### src/rtl/pixel_proc_pkg.sv
// pixel_proc_pkg: op codes and grayscale weights shared by the pixel stream processor
package pixel_proc_pkg;
  typedef enum logic [1:0] {
    OP_INVERT = 2'b00,
    OP_THRESH = 2'b01,
    OP_BRIGHT = 2'b10,
    OP_GRAY   = 2'b11
  } op_e;
  localparam logic [7:0] GRAY_WR = 8'd77;
  localparam logic [7:0] GRAY_WG = 8'd150;
  localparam logic [7:0] GRAY_WB = 8'd29;
  localparam int GRAY_SHIFT = 8;
endpackage

### src/rtl/pixel_op_alu.sv
// pixel_op_alu: combinational single-pixel point operation (invert/threshold/brightness/grayscale)
module pixel_op_alu import pixel_proc_pkg::*; #(
  parameter int CH_W = 8
) (
  input  logic [1:0]        i_op,
  input  logic [CH_W-1:0]   i_thresh,
  input  logic [CH_W-1:0]   i_bright,
  input  logic [3*CH_W-1:0] i_pix,
  output logic [3*CH_W-1:0] o_pix
);
  localparam int GW = CH_W + 8;
  logic [GW-1:0]   w_gsum;
  logic [CH_W-1:0] w_gray;
  assign w_gsum = GW'(i_pix[2*CH_W +: CH_W]) * GW'(GRAY_WR)
                + GW'(i_pix[CH_W +: CH_W]) * GW'(GRAY_WG)
                + GW'(i_pix[0 +: CH_W]) * GW'(GRAY_WB);
  assign w_gray = CH_W'(w_gsum >> GRAY_SHIFT);
  for (genvar i = 0; i < 3; i++) begin : g_ch
    logic [CH_W-1:0] w_c;
    logic [CH_W+1:0] w_sum;
    assign w_c   = i_pix[i*CH_W +: CH_W];
    // two guard bits: top bit flags underflow, next one flags overflow
    assign w_sum = {2'b00, w_c} + {{2{i_bright[CH_W-1]}}, i_bright};
    assign o_pix[i*CH_W +: CH_W] =
      (i_op == OP_INVERT) ? ~w_c :
      (i_op == OP_THRESH) ? ((w_c > i_thresh) ? '1 : '0) :
      (i_op == OP_BRIGHT) ? (w_sum[CH_W+1] ? '0 : w_sum[CH_W] ? '1 : w_sum[CH_W-1:0]) :
      w_gray;
  end
endmodule

### src/rtl/pixel_stream_processor.sv
// pixel_stream_processor: 2-stage valid/ready RGB point-op pipeline with frame position markers
module pixel_stream_processor import pixel_proc_pkg::*; #(
  parameter int CH_W  = 8,
  parameter int IMG_W = 512,
  parameter int IMG_H = 512
) (
  input  logic              clk,
  input  logic              rst,
  input  logic [1:0]        cfg_op,
  input  logic [CH_W-1:0]   cfg_thresh,
  input  logic [CH_W-1:0]   cfg_bright,
  input  logic              s_valid,
  output logic              s_ready,
  input  logic [3*CH_W-1:0] s_data,
  output logic              m_valid,
  input  logic              m_ready,
  output logic [3*CH_W-1:0] m_data,
  output logic              m_sof,
  output logic              m_eol,
  output logic              m_eof,
  output logic              frame_done,
  output logic              busy
);
  localparam int XW = $clog2(IMG_W);
  localparam int YW = $clog2(IMG_H);
  logic [XW-1:0]     r_x;
  logic [YW-1:0]     r_y;
  logic [1:0]        r_op;
  logic [CH_W-1:0]   r_thresh, r_bright;
  logic              r_v1, r_sof1, r_eol1, r_eof1;
  logic [3*CH_W-1:0] r_d1, w_alu;
  logic              w_adv, w_in, w_out_eof, w_first, w_last_x, w_last_y;
  assign w_adv     = !m_valid || m_ready;
  assign s_ready   = !rst && w_adv;
  assign w_in      = s_valid && s_ready;
  assign w_out_eof = m_valid && m_ready && m_eof;
  assign w_first   = r_x == '0 && r_y == '0;
  assign w_last_x  = r_x == XW'(IMG_W - 1);
  assign w_last_y  = r_y == YW'(IMG_H - 1);
  // shadow config loads on the same edge the (0,0) pixel enters stage 1, so it
  // takes effect exactly as the last pixel of the previous frame leaves the ALU
  pixel_op_alu #(.CH_W(CH_W)) u_alu (
    .i_op(r_op), .i_thresh(r_thresh), .i_bright(r_bright), .i_pix(r_d1), .o_pix(w_alu)
  );
  always_ff @(posedge clk or posedge rst) begin
    if (rst) begin
      r_x <= '0;
      r_y <= '0;
      r_op <= OP_INVERT;
      r_thresh <= '0;
      r_bright <= '0;
      r_v1 <= 1'b0;
      r_d1 <= '0;
      r_sof1 <= 1'b0;
      r_eol1 <= 1'b0;
      r_eof1 <= 1'b0;
      m_valid <= 1'b0;
      m_data <= '0;
      m_sof <= 1'b0;
      m_eol <= 1'b0;
      m_eof <= 1'b0;
      frame_done <= 1'b0;
      busy <= 1'b0;
    end else begin
      if (w_in) begin
        r_x <= w_last_x ? '0 : r_x + 1'b1;
        if (w_last_x) r_y <= w_last_y ? '0 : r_y + 1'b1;
        if (w_first) begin
          r_op <= cfg_op;
          r_thresh <= cfg_thresh;
          r_bright <= cfg_bright;
        end
      end
      if (w_adv) begin
        r_v1 <= s_valid;
        r_d1 <= s_data;
        r_sof1 <= w_first;
        r_eol1 <= w_last_x;
        r_eof1 <= w_last_x && w_last_y;
        m_valid <= r_v1;
        m_data <= w_alu;
        m_sof <= r_v1 && r_sof1;
        m_eol <= r_v1 && r_eol1;
        m_eof <= r_v1 && r_eof1;
      end
      frame_done <= w_out_eof;
      busy <= w_in || (busy && !w_out_eof);
    end
  end
endmodule

### config.mk
export PLATFORM = sky130hd
export DESIGN_NAME = pixel_stream_processor
export DESIGN_NICKNAME = d
export VERILOG_FILES = /design/src/rtl/pixel_proc_pkg.sv /design/src/rtl/pixel_op_alu.sv /design/src/rtl/pixel_stream_processor.sv
export SDC_FILE = /design/constraint.sdc
export NUM_CORES = 1
export LEC_CHECK = 0
export CORE_ASPECT_RATIO = 2
export CORE_MARGIN = 5
export CORE_UTILIZATION = 50
export CTS_BUF_LIST = sky130_fd_sc_hd__clkbuf_4 sky130_fd_sc_hd__clkbuf_8 sky130_fd_sc_hd__clkbuf_16
export DETAILED_ROUTE_END_ITERATION = 6
export GPL_TIMING_DRIVEN = 0
export PLACE_DENSITY = 0.77
export SLEW_MARGIN = 20
export SYNTH_ARGS = -nofsm -noshare
export SYNTH_HDL_FRONTEND = slang
export SYNTH_SLANG_ARGS = --single-unit
export TNS_END_PERCENT = 1
### constraint.sdc
create_clock -name clk -period 5.9 [get_ports clk]
set_clock_uncertainty 0.15 [all_clocks]
set_input_delay 0.885 -clock clk [delete_from_list [all_inputs] [get_ports clk]]
set_output_delay 0.885 -clock clk [all_outputs]
set_load 0.01 [all_outputs]
==> results of run 1 <==
[cell families after synthesis]
family | count (synthesis) | share of synthesized area
AO/OA/AOI/OAI | 207 | 0.1460
XOR/XNOR | 40 | 0.03889
adder cells (fa/ha/maj) | 199 | 0.3247
buffers and inverters | 157 | 0.06569
flip-flops | 94 | 0.2611
multiplexers | 12 | 0.01500
AND/OR/NAND/NOR | 289 | 0.1486
[per-stage QoR]
step             util  setup TNS (ns)
3_3_place_gp   0.5717          -11.54
6_report       0.5991          -8.704
3_5_place_dp   0.5735          -13.87
5_1_grt        0.5991          -13.83
4_1_cts        0.5973          -9.179
2_1_floorplan       -          -1.018
[final cells by class]
| cell class | instances | share of cell area |
|---|---|---|
| Inverter | 134 | 0.04768 |
| Sequential cell | 94 | 0.2216 |
| Tap cell | 213 | 0.02501 |
| Clock inverter | 5 | 0.007868 |
| Clock buffer | 10 | 0.02184 |
| Buffer | 23 | 0.008338 |
| Multi-Input combinational cell | 747 | 0.5873 |
| Timing Repair Buffer | 86 | 0.08033 |
[routing by layer]
metal  vias to the layer above  track usage  part of all wire
li1                       3590            -                 -
met1                      3716       0.2783              0.36
met2                       292       0.4483              0.52
met3                       101      0.03991             0.054
met4                         0       0.1484             0.069
met5                         -            0                 0
[state kept, by name (all words and copies together), names as in the netlist, 2 cells and up]
register / cells
r_bright: 8
r_op: 2
m_data: 24
r_y: 9
r_thresh: 8
r_x: 9
r_d1: 24
[critical path: stages (launching register included)]
cell	delay (ns)
dfrtp_2	0.48
ha_4	0.30
ha_4	0.19
ha_4	0.25
inv_1	0.04
fa_1	0.49
inv_2	0.05
ha_4	0.21
o21a_1	0.13
o31ai_4	0.08
nand2b_1	0.11
a21o_1	0.22
xor2_2	0.15
ha_1	0.31
fa_1	0.48
inv_1	0.05
fa_2	0.44
fa_1	0.52
inv_2	0.05
ha_4	0.15
or3_1	0.30
or3_4	0.43
a21oi_1	0.25
nor3_4	0.11
nor4_2	0.33
nor2_1	0.09
[worst min-delay path by stage]
stage	start	endpoint	slack, ns
2_1_floorplan	r_eof1	r_eof1	0.29
3_3_place_gp	r_eof1	r_eof1	0.30
3_5_place_dp	m_sof	m_sof	0.31
4_1_cts	m_eol	m_eol	0.33
5_1_grt	r_eof1	r_eof1	0.36
6_report	r_eol1	r_eol1	0.33
[cell usage in the layout, fill, tap and decap left out, drive strengths merged, types with 3 or more instances in the layout]
cell / netlist / routed
a211oi: 5 / 5
a21o: 5 / 5
a21oi: 34 / 34
a31oi: 13 / 13
and3: 8 / 8
buf: 4 / 14
clkbuf: 19 / 29
clkdlybuf4s50: 0 / 76
dfrtp: 94 / 94
fa: 58 / 58
ha: 141 / 141
inv: 134 / 135
mux2: 12 / 12
nand2: 104 / 104
nand2b: 7 / 7
nand3: 28 / 28
nand4: 9 / 9
nor2: 86 / 86
nor2b: 14 / 14
nor3: 14 / 14
nor4: 5 / 5
o2111ai: 10 / 10
o211ai: 13 / 13
o21a: 12 / 12
o21ai: 85 / 85
o21bai: 4 / 4
o31a: 3 / 3
o31ai: 5 / 5
o32a: 3 / 3
or2: 3 / 3
or3: 5 / 5
xnor2: 27 / 27
xor2: 13 / 13
[timing repair]
item,4_1_cts,5_1_grt
pin swaps,5,5
endpoints found under the setup margin,24,24
gates resized for setup,13,7
setup buffers,8,1
==> results.md, run 1 <==
- Nature of the critical path endpoint: register
- Area growth from synthesis to final layout: 18.26%
- Die span in y: between 150 and 200 um
- Maximum number of pins on one net before global-route repair: between 60 and 70
- Crit share post-route: 1.100
- Cell area after synthesis: approximately 9000 um2
- Insertion delay of the later-clocked pin in the worst-skew pair: 0.35 ns
- CTS buffer count: 9
- Combined global-route utilization of all metal layers: 0.2506
- Number of buffers inserted by port buffering: 76
- H-tree depth reported by CTS: 3
- Crit path DAT: 6.57 ns
- Non-filler instance count after layout: ~1300
- IO Count: between 70 and 80
- Source of the worst register-to-register timing path: r_d1[11]
- Antenna violations before repair: 0
- Final Hold Violating Endpoints: 0
- Fin worst setup slack: -0.5900 ns
- Final-report max-slew violation count: 0
- Wire length of the first global-routing pass: 41270 um
- Primary FF master, synth: dfrtp_1
- Endpoint of the lowest-slack register-to-register path: m_data[4]
- Fillcell total: about 1500
- Number of register bits inferred by synthesis: 94
- Share of synthesized registers carrying an async set or reset: 1.000
- Post-DR wirelength/cell: 19.63 um
- Number of nets still failing antenna checks after routing: 0
- Placed inst area: 10200 um2
- Avg Synthesized Cell Area: around 9.0 um2
- Share of cells above drive strength 1: 0.08644
- Outcome: finished, violations left
- CTS Sinks: 94
- Count of unique library cells instantiated by Yosys: 60
- Hold path depth: 2
- Largest cells by area after synthesis: dfrtp_1, ha_1, fa_1, inv_1, o21ai_0
- Tightest Pin Transition: ~0.8 ns
- Die W: between 100 and 150 um
- Cell count after placement: 1288
- Remaining DRCs: 0
- Maximum Capacitance Violations: 0
- Std cell rows: 69
- Sequential cell area fraction in the yosys report: 0.2611
- Fraction of synthesized cell area taken by the top area cell type: 0.2611
- Violations in the final reports: negative setup slack
- Drt initial violations: 312
- DP Worst Slack: -0.7861 ns
- Yosys synthesis warning count: 0
- Routed vias: between 7000 and 8000
- CORE AREA: roughly 18000 um2
- Category of the most critical setup path: reg2reg
- Instance count of the mapped netlist: between 900 and 1000
- Remaining global-route overflow: 0
- Via density per instance: 5.868
- Final weighted congestion in routability-driven placement: ~0.94
- Net count reported at finish: between 1000 and 1500
- RSZ-0062 raised after global routing: yes
- Deepest clock path buffer count: 2
- FF-to-FF path depth: 25
- Hpwl dp: 20030 um
- Tmin final: 6.490 ns
- Post-route worst hold slack: approximately 0.33 ns
- Initial DRT Pass Iterations: 5
- Slew margin rel.: 0.4610
- EDFF count, synth: 0
- Clock tree from TritonCTS: done
- Number of global-route vias before repair: just over 8000
- Overall die area: roughly 21000 um2
- Worst R2R Setup Slack: -0.59 ns
- Clock transition at the registers of the reported paths: approximately 0.070 ns
- Crit path max fanout: 5
- Most frequent cell after synthesis: ha_1
- Achievable clock frequency: roughly 0.15 GHz
- Sort of element at the start of the critical path: register
- Area taken by flip-flops and latches: around 2400 um2
- Number of failing setup endpoints in the final timing report: 20
- Worst Path Required: about 6 ns
- Post-synth net total: 1243
- CTS root buffer: clkbuf_16
- Detailed Route WL: roughly 26000 um
- Multi-input gate area: around 6300 um2
- Dominant cell type by area after synthesis: dfrtp_1
- Hold buffer count at cts: 0
- CP Capture Point: m_data[4]
- Initial Util: 0.5065
- Commonest cells in the netlist: ha_1, inv_1, nand2_1
- N_diodes: 0
- Final Cell Area: roughly 11000 um2
- Worst min-delay path class: reg2reg
- Worst setup path startpoint: r_d1[11]
Power of run 1 is not shown: default switching activity piles up to over one toggle a cycle in this logic, so the estimate is an artifact.
==> run 2, diff against run 1 <==
--- a/config.mk
+++ b/config.mk
@@ -11,7 +11,7 @@
 export CTS_BUF_LIST = sky130_fd_sc_hd__clkbuf_4 sky130_fd_sc_hd__clkbuf_8 sky130_fd_sc_hd__clkbuf_16
 export DETAILED_ROUTE_END_ITERATION = 6
 export GPL_TIMING_DRIVEN = 0
-export PLACE_DENSITY = 0.77
+export PLACE_DENSITY = 0.74
 export SLEW_MARGIN = 20
 export SYNTH_ARGS = -nofsm -noshare
 export SYNTH_HDL_FRONTEND = slang
==> constraint.sdc (replaced) <==
create_clock -name clk -period 8.08 [get_ports clk]
set_clock_uncertainty 0.15 [all_clocks]
set_input_delay 1.212 -clock clk [delete_from_list [all_inputs] [get_ports clk]]
set_output_delay 1.212 -clock clk [all_outputs]
set_load 0.01 [all_outputs]
==> run 2 against run 1 <==
Effect of this change: the run now ends clean; worst setup slack better by 1.4 ns; die area unchanged; final cell count down 0.61%; wire length down 0.16%; register-to-register slack better by 1.4 ns.
==> results.md, run 2 (synthesis results as in run 1) <==
- Most common cell after layout, fill and taps aside: ha_1 (unchanged)
- Maximum Capacitance Violations: 0 (unchanged)
- Remaining DRCs: 0 (unchanged)
- Antenna violations before repair: 0 (unchanged)
- Remaining global-route overflow: 0 (unchanged)
- PostCTS Resize Cnt: 0 (was 13)
- Number of buffers inserted by port buffering: 76 (unchanged)
- Nature of the critical path endpoint: register (unchanged)
- Maximum number of pins on one net before global-route repair: 78 (was 66)
- CTS buffer count: 9 (unchanged)
- Initial Util: 0.5065 (unchanged)
- Drt initial violations: 464 (was 312)
- Die W: 104.9 um (unchanged)
- Clock transition at the registers of the reported paths: 0.07 ns (about the same)
- Crit path max fanout: 8 (was 5)
- Final Hold Violating Endpoints: 0 (unchanged)
- Number of global-route vias before repair: 7929 (was 8047)
- Category of the most critical setup path: reg2reg (unchanged)
- Largest regs: m_data x24, r_d1 x24 (unchanged)
- Achievable clock frequency: 0.1375 GHz (was 0.1541 GHz)
- Std cell rows: 69 (unchanged)
- Number of nets still failing antenna checks after routing: 0 (unchanged)
- Highest-count cells in the layout ignoring fill and taps: ha_1, inv_1, nand2_1 (unchanged)
- Worst Path Required: 8.17 ns (was 5.98 ns)
- Final-report max-slew violation count: 0 (unchanged)
- Hpwl dp: 20270 um (was 20030 um)
- Post-CTS setup buffer count: 0 (was 8)
- RSZ-0062 raised after global routing: no (was yes)
- Overall die area: 20960 um2 (unchanged)
- Via density per instance: 5.827 (was 5.868)
- Crit share post-route: 0.9001 (was 1.100)
- Worst min-delay path class: reg2reg (unchanged)
- Final Util: 0.5824 (was 0.5991)
- Clock tree from TritonCTS: done (unchanged)
- Initial DRT Pass Iterations: 5 (unchanged)
- Hold buffer count at cts: 0 (unchanged)
- Slew margin rel.: 0.3836 (was 0.4610)
- Routed vias: 7598 (was 7699)
- Tightest Pin Transition: 0.9185 ns (was 0.8032 ns)
- N_diodes: 0 (unchanged)
- Wire length of the first global-routing pass: 41210 um (was 41270 um)
- Share of cells above drive strength 1: 0.04950 (was 0.08644)
- Number of failing setup endpoints in the final timing report: 0 (was 20)
- Deepest clock path buffer count: 2 (unchanged)
- Die span in y: 199.8 um (unchanged)
- Crit path DAT: 7.36 ns (was 6.57 ns)
- Sort of element at the start of the critical path: register (unchanged)
- Area growth from synthesis to final layout: 14.97% (was 18.26%)
- Final weighted congestion in routability-driven placement: 0.9929 (was 0.9389)
- CTS root buffer: clkbuf_16 (unchanged)
- IO Count: 77 (unchanged)
- CTS Sinks: 94 (unchanged)
- Outcome: finished, final reports clean (was finished, violations left)
- Net count reported at finish: 1331 (was 1340)
- Tmin final: 7.273 ns (was 6.490 ns)
- Post-DR wirelength/cell: 19.72 um (was 19.63 um)
- Insertion delay of the later-clocked pin in the worst-skew pair: 0.36 ns (was 0.35 ns)
- CORE AREA: 17780 um2 (unchanged)
- Combined global-route utilization of all metal layers: 0.2512 (was 0.2506)
- H-tree depth reported by CTS: 3 (unchanged)
- Total negative slack: 0 ns (was -8.704 ns)
- Detailed Route WL: 25710 um (was 25750 um)
run 2: through the flow:
stage	cells	cell area [um2]	hold slack [ns]	worst slack (ns)
floorplan	998	9009	0.2896	1.631
global placement	1287	10040	0.3077	0.9491
detailed placement	1288	10070	0.3129	0.8673
CTS	1304	10360	0.3338	0.8054
global route	1304	10360	0.3590	0.4926
finish	1304	10360	0.3298	0.8074
run 2: worst paths after layout:
check / from / endpoint / cells past startpoint / slack [ns]
worst max-delay path: r_d1[11] / m_data[4] / 26 / 0.81
worst min-delay path: m_sof / m_sof / 2 / 0.33
worst max register to register: r_d1[11] / m_data[4] / 26 / 0.81
worst min register to register: m_sof / m_sof / 2 / 0.33
max in group asynchronous: rst / r_d1[1] / 3 / 6.13
min in group asynchronous: rst / m_eof / 2 / 1.03
run 2: final cells by class:
class,instances,area [um2]
fill,1623,7427
multi-input combinational,747,6065
sequential,94,2352
timing repair buffer,77,788.3
inverter,134,508.0
tap,213,266.5
clock buffer,9,225.2
buffer,23,88.84
clock inverter,7,63.81
run 2: critical path, stage by stage, from the launching register on:
cell and delay (ns):
dfrtp_1 0.72, ha_1 0.34, ha_1 0.27, ha_1 0.27, inv_1 0.05, fa_1 0.49, inv_1 0.04, ha_1 0.32
o21a_1 0.13, o31ai_2 0.10, nand2b_1 0.10, a21o_1 0.21, xor2_1 0.15, ha_1 0.30, fa_1 0.50, inv_1 0.05
fa_1 0.46, fa_1 0.55, inv_1 0.05, ha_1 0.32, nand2_1 0.10, o21ai_0 0.19, or3_4 0.48, a21oi_1 0.18
nor3_2 0.12, nor4_1 0.41, nor2_1 0.09
run 2: layer usage:
| metal | part of all wire | global-route usage | vias to the layer above |
|---|---|---|---|
| met4 | 0.066 | 0.1427 | 0 |
| li1 | - | - | 3579 |
| met5 | 0 | 0 | - |
| met1 | 0.36 | 0.2687 | 3682 |
| met2 | 0.52 | 0.4612 | 253 |
| met3 | 0.052 | 0.04345 | 84 |
Power of run 2 is left out for the same reason.
